[src/rtl/addsub_pkg.sv]
// Shared definitions for pipelined_addsub: operation encoding and saturation constants.
// Saturation logic that uses MAX_POS/MAX_NEG is only built with PIPELINED_ADDSUB_SAT_EN.
package addsub_pkg;

    typedef enum logic [1:0] {
        ADD  = 2'b00,
        SUB  = 2'b01,
        SADD = 2'b10,
        SSUB = 2'b11
    } op_e;

    localparam int unsigned MAX_W = 256;

    // Largest positive two's-complement value of width w, zero-extended to MAX_W.
    function automatic logic [MAX_W-1:0] MAX_POS(input int unsigned w);
        MAX_POS = '0;
        for (int unsigned i = 0; i < w - 1; i++) begin
            MAX_POS[i] = 1'b1;
        end
    endfunction

    // Most negative two's-complement value of width w, zero-extended to MAX_W.
    function automatic logic [MAX_W-1:0] MAX_NEG(input int unsigned w);
        MAX_NEG = '0;
        MAX_NEG[w-1] = 1'b1;
    endfunction

endpackage

[src/rtl/cla_group.sv]
// GROUP-bit carry-lookahead slice: sum for a given carry-in, plus group propagate/generate
// (both independent of carry-in) for the inter-group lookahead in the parent.
module cla_group #(
    parameter int unsigned GROUP = 4
) (
    input  logic [GROUP-1:0] a_i,
    input  logic [GROUP-1:0] b_i,
    input  logic             cin_i,
    output logic [GROUP-1:0] sum_o,
    output logic             p_o,
    output logic             g_o
);

    logic [GROUP-1:0] pb;
    logic [GROUP-1:0] gb;
    logic [GROUP-1:0] c;

    always_comb begin
        pb = a_i ^ b_i;
        gb = a_i & b_i;
        c = '0;
        c[0] = cin_i;
        for (int unsigned i = 1; i < GROUP; i++) begin
            c[i] = gb[i-1] | (pb[i-1] & c[i-1]);
        end
        sum_o = pb ^ c;
        p_o = &pb;
        g_o = 1'b0;
        for (int unsigned i = 0; i < GROUP; i++) begin
            g_o = gb[i] | (pb[i] & g_o);
        end
    end

endmodule

[src/rtl/pipelined_addsub.sv]
// Two-stage add/subtract with valid/ready handshake: S1 adds the low half, S2 the high half.
// Define PIPELINED_ADDSUB_SAT_EN to enable saturation for SADD/SSUB.
module pipelined_addsub
    import addsub_pkg::*;
#(
    parameter int unsigned WIDTH = 16,
    parameter int unsigned GROUP = 4
) (
    input  logic             clk,
    input  logic             rst_n,
    input  logic             in_valid,
    output logic             in_ready,
    input  logic [WIDTH-1:0] a,
    input  logic [WIDTH-1:0] b,
    input  logic             cin,
    input  logic [1:0]       op,
    output logic             out_valid,
    input  logic             out_ready,
    output logic [WIDTH-1:0] sum,
    output logic             cout,
    output logic             ovfl,
    output logic             sat,
    output logic             zero,
    output logic             neg
);

    localparam int unsigned HALF = WIDTH / 2;
    localparam int unsigned NG   = HALF / GROUP;

    op_e              op_in;
    logic             sub_in;
    logic [WIDTH-1:0] b_eff;
    logic [NG:0]      c1;
    logic [NG-1:0]    p1, g1;
    logic [HALF-1:0]  lo_sum;

    logic             s1_valid_q, s1_valid_d;
    logic [HALF-1:0]  lo_q, ahi_q, bhi_q;
    logic             clo_q;
    op_e              op_q;

    logic [NG:0]      c2;
    logic [NG-1:0]    p2, g2;
    logic [HALF-1:0]  hi_sum;
    logic [WIDTH-1:0] raw;

    logic             s2_valid_q, s2_valid_d;
    logic [WIDTH-1:0] sum_q, sum_d;
    logic             cout_q, cout_d, ovfl_q, ovfl_d, sat_q, sat_d;
    logic             zero_q, neg_q;

    logic             s2_adv, s1_adv, accept, load_s2;

    assign op_in  = op_e'(op);
    assign sub_in = (op_in == SUB) || (op_in == SSUB);
    assign b_eff  = sub_in ? ~b : b;

    for (genvar k = 0; k < NG; k++) begin : g_lo
        cla_group #(.GROUP(GROUP)) u_cla (
            .a_i  (a[k*GROUP +: GROUP]),
            .b_i  (b_eff[k*GROUP +: GROUP]),
            .cin_i(c1[k]),
            .sum_o(lo_sum[k*GROUP +: GROUP]),
            .p_o  (p1[k]),
            .g_o  (g1[k])
        );
    end

    for (genvar k = 0; k < NG; k++) begin : g_hi
        cla_group #(.GROUP(GROUP)) u_cla (
            .a_i  (ahi_q[k*GROUP +: GROUP]),
            .b_i  (bhi_q[k*GROUP +: GROUP]),
            .cin_i(c2[k]),
            .sum_o(hi_sum[k*GROUP +: GROUP]),
            .p_o  (p2[k]),
            .g_o  (g2[k])
        );
    end

    always_comb begin
        c1 = '0;
        c1[0] = sub_in ? 1'b1 : cin;
        for (int unsigned k = 0; k < NG; k++) begin
            c1[k+1] = g1[k] | (p1[k] & c1[k]);
        end
        c2 = '0;
        c2[0] = clo_q;
        for (int unsigned k = 0; k < NG; k++) begin
            c2[k+1] = g2[k] | (p2[k] & c2[k]);
        end
    end

`ifdef PIPELINED_ADDSUB_SAT_EN
    localparam logic [MAX_W-1:0] POS_FULL = MAX_POS(WIDTH);
    localparam logic [MAX_W-1:0] NEG_FULL = MAX_NEG(WIDTH);
    localparam logic [WIDTH-1:0] SAT_POS  = POS_FULL[WIDTH-1:0];
    localparam logic [WIDTH-1:0] SAT_NEG  = NEG_FULL[WIDTH-1:0];
`endif

    always_comb begin
        raw    = {hi_sum, lo_q};
        cout_d = c2[NG];
        ovfl_d = (ahi_q[HALF-1] ~^ bhi_q[HALF-1]) & (raw[WIDTH-1] ^ ahi_q[HALF-1]);
`ifdef PIPELINED_ADDSUB_SAT_EN
        sat_d  = ovfl_d & ((op_q == SADD) || (op_q == SSUB));
        sum_d  = sat_d ? (ahi_q[HALF-1] ? SAT_NEG : SAT_POS) : raw;
`else
        sat_d  = 1'b0;
        sum_d  = raw;
`endif
    end

    // S1 may move forward whenever S2 is empty or handing its beat off this edge.
    assign s2_adv     = ~s2_valid_q | out_ready;
    assign s1_adv     = s2_adv;
    assign in_ready   = ~s1_valid_q | s1_adv;
    assign accept     = in_valid & in_ready;
    assign load_s2    = s2_adv & s1_valid_q;
    assign s1_valid_d = accept | (s1_valid_q & ~s1_adv);
    assign s2_valid_d = s2_adv ? s1_valid_q : s2_valid_q;

    always_ff @(posedge clk or negedge rst_n) begin
        if (!rst_n) begin
            s1_valid_q <= 1'b0;
            lo_q       <= '0;
            clo_q      <= 1'b0;
            ahi_q      <= '0;
            bhi_q      <= '0;
            op_q       <= ADD;
        end else begin
            s1_valid_q <= s1_valid_d;
            if (accept) begin
                lo_q  <= lo_sum;
                clo_q <= c1[NG];
                ahi_q <= a[WIDTH-1:HALF];
                bhi_q <= b_eff[WIDTH-1:HALF];
                op_q  <= op_in;
            end
        end
    end

    always_ff @(posedge clk or negedge rst_n) begin
        if (!rst_n) begin
            s2_valid_q <= 1'b0;
            sum_q      <= '0;
            cout_q     <= 1'b0;
            ovfl_q     <= 1'b0;
            sat_q      <= 1'b0;
            zero_q     <= 1'b0;
            neg_q      <= 1'b0;
        end else begin
            s2_valid_q <= s2_valid_d;
            if (load_s2) begin
                sum_q  <= sum_d;
                cout_q <= cout_d;
                ovfl_q <= ovfl_d;
                sat_q  <= sat_d;
                zero_q <= (sum_d == '0);
                neg_q  <= sum_d[WIDTH-1];
            end
        end
    end

    assign out_valid = s2_valid_q;
    assign sum       = sum_q;
    assign cout      = cout_q;
    assign ovfl      = ovfl_q;
    assign sat       = sat_q;
    assign zero      = zero_q;
    assign neg       = neg_q;

endmodule

[config.mk]
export PLATFORM = sky130hd
export DESIGN_NAME = pipelined_addsub
export DESIGN_NICKNAME = d
export VERILOG_FILES = /design/src/rtl/addsub_pkg.sv /design/src/rtl/cla_group.sv /design/src/rtl/pipelined_addsub.sv
export SDC_FILE = /design/constraint.sdc
export NUM_CORES = 1
export LEC_CHECK = 0
export CORE_UTILIZATION = 45
export CTS_BUF_LIST = sky130_fd_sc_hd__clkbuf_2 sky130_fd_sc_hd__clkbuf_4 sky130_fd_sc_hd__clkbuf_8
export CTS_CLUSTER_DIAMETER = 50
export DETAILED_ROUTE_END_ITERATION = 12
export GPL_TIMING_DRIVEN = 0
export PLACE_DENSITY = 0.74
export SYNTH_ARGS = -nofsm -noshare
export SYNTH_HDL_FRONTEND = slang
export SYNTH_SLANG_ARGS = --single-unit
[constraint.sdc]
create_clock -name clk -period 4.2 [get_ports clk]
set_clock_uncertainty 0.05 [all_clocks]
set_input_delay 1.05 -clock clk [delete_from_list [all_inputs] [get_ports clk]]
set_output_delay 1.05 -clock clk [all_outputs]
set_load 0.05 [all_outputs]
======== Word-level counts from Yosys, hierarchy flattened ========
Cells that the tools add are included.
word-level totals
  flip-flop bits (word level) ............. 47
cells by class
  mux-type cells .......................... 2
  reduce and logical (&&, ||, !) cells .... 6
  bitwise gates (word level) .............. 81
  eq/ne operators ......................... 2
operators by type and width
  operator              count
  $and A1 B1 Y1         32
  $xor A4 B4 Y4         8
  $or A1 B1 Y1          31
  $and A4 B4 Y4         4
  $logic_not A16 Y1     1
  $mux W16              1
  $not A16 Y16          1
  $reduce_and A4 Y1     4
  $not A1 Y1            3
  $eq A2 B1 Y1 const B  1
  $eq A2 B2 Y1 const B  1
  $logic_or A1 B1 Y1    1
  $mux W1               1
  $xnor A1 B1 Y1        1
  $xor A1 B1 Y1         1

======== Longest topological paths before layout ========
  word-level depth ........................ 18
  gate-level depth with buffers ........... 12
  gate-level depth less buffers ........... 12

======== Hierarchy ========
From an unflattened synthesis, not the netlist that was laid out.
unflattened totals
  cells, all modules ...................... 210
  area, all modules ....................... 2,772.7 µm²
modules (own cells, without submodules)
  module            cells each  area an instance (µm²)  instances  sequential area each (µm²)
  pipelined_addsub  138         2,112.0                 1          1,151.1
  cla_group         18          165.2                   4          0.0

======== Least setup slack after synthesis ========
OpenSTA, ideal clock, no wires.
  path type ............................... input to register
  start ................................... input op[0]
  end ..................................... register lo_q[7]
  setup time .............................. 0.083 ns
  slack ................................... 0.374 ns
  buffers on the path ..................... 2
  arrival ................................. 3.694 ns
  stages on the path ...................... 12
  cell sequence ........................... buf_2 buf_2 xor2_1 ha_1 nand2_1 o21ai_1 a31oi_1 fa_1 fa_1 fa_1 xor2_1 o21ai_0
between the ends
  longest elaborated chain between the ends .. 18
  elaborated cells between the ends (all ways) .. 25
  those cells by class .................... eq/ne: 2; mux: 2; bitwise: 19; reduce/logical: 2
RTL lines
  what                                            RTL line                          text
  start: declaration                              pipelined_addsub.sv:16            input logic [1:0] op,
  $eq A2 B1 Y1 or $eq A2 B2 Y1 (tied branches)    pipelined_addsub.sv:55            assign sub_in = (op_in == SUB) || (op_in == SSUB);
  $logic_or A1 B1 Y1 (*)                          pipelined_addsub.sv:55
  $mux W16                                        pipelined_addsub.sv:56            assign b_eff = sub_in ? ~b : b;
  $xor A4 B4 Y4 or $and A4 B4 Y4 (tied branches)  cla_group.sv:19, cla_group.sv:20
  $and A1 B1 Y1                                   cla_group.sv:30                   g_o = gb[i] | (pb[i] & g_o);
  $or A1 B1 Y1                                    cla_group.sv:30
  $and A1 B1 Y1                                   cla_group.sv:30
  $or A1 B1 Y1                                    cla_group.sv:30
  (+2 left out)                                   n/a
  $or A1 B1 Y1                                    pipelined_addsub.sv:84            c1[k+1] = g1[k] | (p1[k] & c1[k]);
  $and A1 B1 Y1                                   cla_group.sv:24                   c[i] = gb[i-1] | (pb[i-1] & c[i-1]);
  $or A1 B1 Y1                                    cla_group.sv:24
  $and A1 B1 Y1                                   cla_group.sv:24
  $or A1 B1 Y1                                    cla_group.sv:24
  $and A1 B1 Y1                                   cla_group.sv:24
  $or A1 B1 Y1                                    cla_group.sv:24
  $xor A4 B4 Y4 (*)                               cla_group.sv:26                   sum_o = pb ^ c;
  end signal: assignment                          pipelined_addsub.sv:133           lo_q <= lo_sum;
  end: declaration                                pipelined_addsub.sv:38            logic [HALF-1:0] lo_q, ahi_q, bhi_q;
Mark *: on every way between the ends. The rest lies on a longest branch, timed or not.
A chain may end at the register's enable or synchronous reset.

======== Worst setup path after layout ========
Same ends and word-level chain as after synthesis.

==> run metrics <==
status=finished, final reports clean; VDD IR max=306.5 uV; initial antenna violation count=0; area leader, netlist=dfrtp_1; CP most frequent cell=fa_1; Hold Buf Count CTS=0; DIE HEIGHT=77.28 microns; Worst EP required=4.37 ns; CTS H-tree depth=2; CORE AREA=0.005473 sq mm; Tmin final=3.911 ns; Critical Path Stages=12; post-synth cell types=32; fillcell total=467; Starting Density=46.59%; chip width=77.28 microns; sequential cell area=0.001151 sq mm; PwrDens=528.2 mW/mm^2; multi-input logic area=0.001281 sq mm; CP Class=in -> reg; Routed WL=4966 microns; crit path DAT=4.08 ns; Worst slew margin=63.73%; CTS tree=yes; First-pass DRT Iterations=4; total vias in the final route=1787; Slowest Stage Delay on Critical Path=0.44 ns; Root Buffer=clkbuf_8; Hold Path Stages=2; final non-filler cell area=0.003327 sq mm; final core occ=60.79%; RSZ-0062 raised after global routing=no; syn nets=291; vias per inst=4.936; Async SR Flop Fraction=100.0%; fmax=255.7 MHz; DRC viols=0; Final nets=357; setup bufs post-CTS=0; Worst Tran Pin Value=0.5441 ns; die area=0.005971 sq mm; Worst-Skew Late Latency=0.30 ns; register area share after synthesis=45.14%; Ant. Diodes=0; Post-synth EDFFs=0; largest net degree at the start of global routing=25; number of buffers added on ports=58; Final Max Slew Viols=0; Layout Area Growth over Synthesis=30.47%; post-synth top area share=45.14%; placed instance count=355; cell breakdown of the critical path=buf_2, buf_2, xor2_1, ha_1, nand2_1, o21ai_1, a31oi_1, fa_1, fa_1, fa_1, xor2_1, o21ai_0; Critical Path Fanout Max=10; Worst setup SP type=primary input; CTS sink count=46; layout cell share with drive strength beyond 1=7.586%; row count=27; hpwl dp=3994 microns; gr usage total=18.70%; # Max-Cap Violations=0; Min-Delay Path Class=reg -> reg; I/O Pins=62; Synth top cells by count=dfrtp_1 (46), nand2_1 (25), o21ai_0 (21); flops & latches, synth=46; first-pass GRT wire length=8397 microns; Reg2Reg Depth=12; top-count cell post-synth=dfrtp_1; YS warnings=0; placed cell area=0.003243 sq mm; top post-synthesis cells by area=dfrtp_1 (45%), fa_1 (9.4%), ha_1 (7.9%); synthesized area=0.002550 sq mm; fin crit share=93.12%; Setup WS pre-CTS=-0.05993 ns; CTS resizes=0; vias in the first global route=1755; final non-filler cell total=362; final worst slack=0.2891 ns; CTS max path bufs=2; Post-DRT Antenna Nets=0; Reg clk slew, reported paths=0.07 ns; Setup-failing EPs final=0; setup TNS=0 ns; synthesized instance count=224; Leak=1.488 nW; Crit path buffers/inverters=2; Final Hold Fails=0; Final Wtd Congestion=0.7946; Crit-path slowest cell=fa_1; Crit path max-delay family=adder cells; WL per Instance=13.72 microns; dominant synthesized flop cell=dfrtp_1; syn_area_per_cell=11.38 sq um; total CTS buffers=5; Critical Path End Type=flip-flop; drt initial violations=95; GR Overflow Total=0
[routing by layer]
metal	share of wire, %	vias up	wire length, microns	track usage [%]
met5	0	-	0	0
met4	1.2	0	60	5.094
met3	3.3	6	165	4.048
met2	51	40	2556	32.83
met1	44	861	2184	23.04
li1	-	880	-	-
[sequential cells by signal, summed over array words and instances (netlist names)]
signal	count
ovfl	1
bhi_q	8
clo_q	1
lo_q	8
out_valid	1
s1_valid_q	1
sum	16
ahi_q	8
cout	1
zero	1
[path summary, 6_finish.rpt]
check / startpoint / to / slack [ns]
max: op[0] / lo_q[7] / 0.29
min: sum[11] / sum[11] / 0.43
max reg2reg: ahi_q[0] / zero / 0.62
min reg2reg: sum[11] / sum[11] / 0.43
max in group asynchronous: rst_n / ahi_q[0] / 2.92
min in group asynchronous: rst_n / out_valid / 0.68
[area by class of cell]
| class | count | area share (%) |
|---|---|---|
| multi-input cells | 152 | 38.51 |
| flip-flops and latches | 46 | 34.60 |
| repair buffers | 59 | 18.13 |
| well taps | 72 | 2.708 |
| clock buffers | 7 | 2.520 |
| inverters | 16 | 1.805 |
| plain buffers | 10 | 1.730 |
[metrics by stage]
step	hold WS (ns)	total power (W)
3_5_place_dp	0.4196	0.001514
4_1_cts	0.4369	0.001775
5_1_grt	0.4623	0.001868
3_3_place_gp	0.4108	0.001487
6_report	0.4266	0.001757
2_1_floorplan	0.4038	0.001204
[power by group]
part | switching, W | total (W) | leakage (nW) | internal [W]
clock | 0.000134 | 0.000262 | 0.0452 | 0.000128
combinational | 0.000507 | 0.000840 | 0.889 | 0.000333
sequential | 0.0000888 | 0.000656 | 0.554 | 0.000567
[cell families (layout without fill, tap and decap cells)]
| group | Yosys count | in the layout | synth area share [%] |
|---|---|---|---|
| xor gates and xnor gates | 21 | 21 | 7.213 |
| buffers and inverters | 26 | 92 | 4.612 |
| DFF | 46 | 46 | 45.14 |
| and+or+nand+nor | 43 | 43 | 7.998 |
| other | 1 | 1 | 0.1471 |
| muxes | 22 | 22 | 9.666 |
| AOI/OAI and AO/OA | 37 | 37 | 7.949 |
| adders and majority gates | 28 | 28 | 17.27 |
[tightest hold or removal path, stage by stage (launching register included)]
cell and delay [ns]:
dfrtp_1 0.34, nand2_1 0.04, o21ai_0 0.05
[placed cells by master, fill, tap and decap left out, drive strengths merged, types with 11 or more instances in the layout]
cell,instances
fa,12
dfrtp,46
xor2,11
clkdlybuf4s50,57
ha,16
nand2,26
o21ai,23
inv,16
mux2,21
Note: power is estimated with default switching activity, not from simulation.
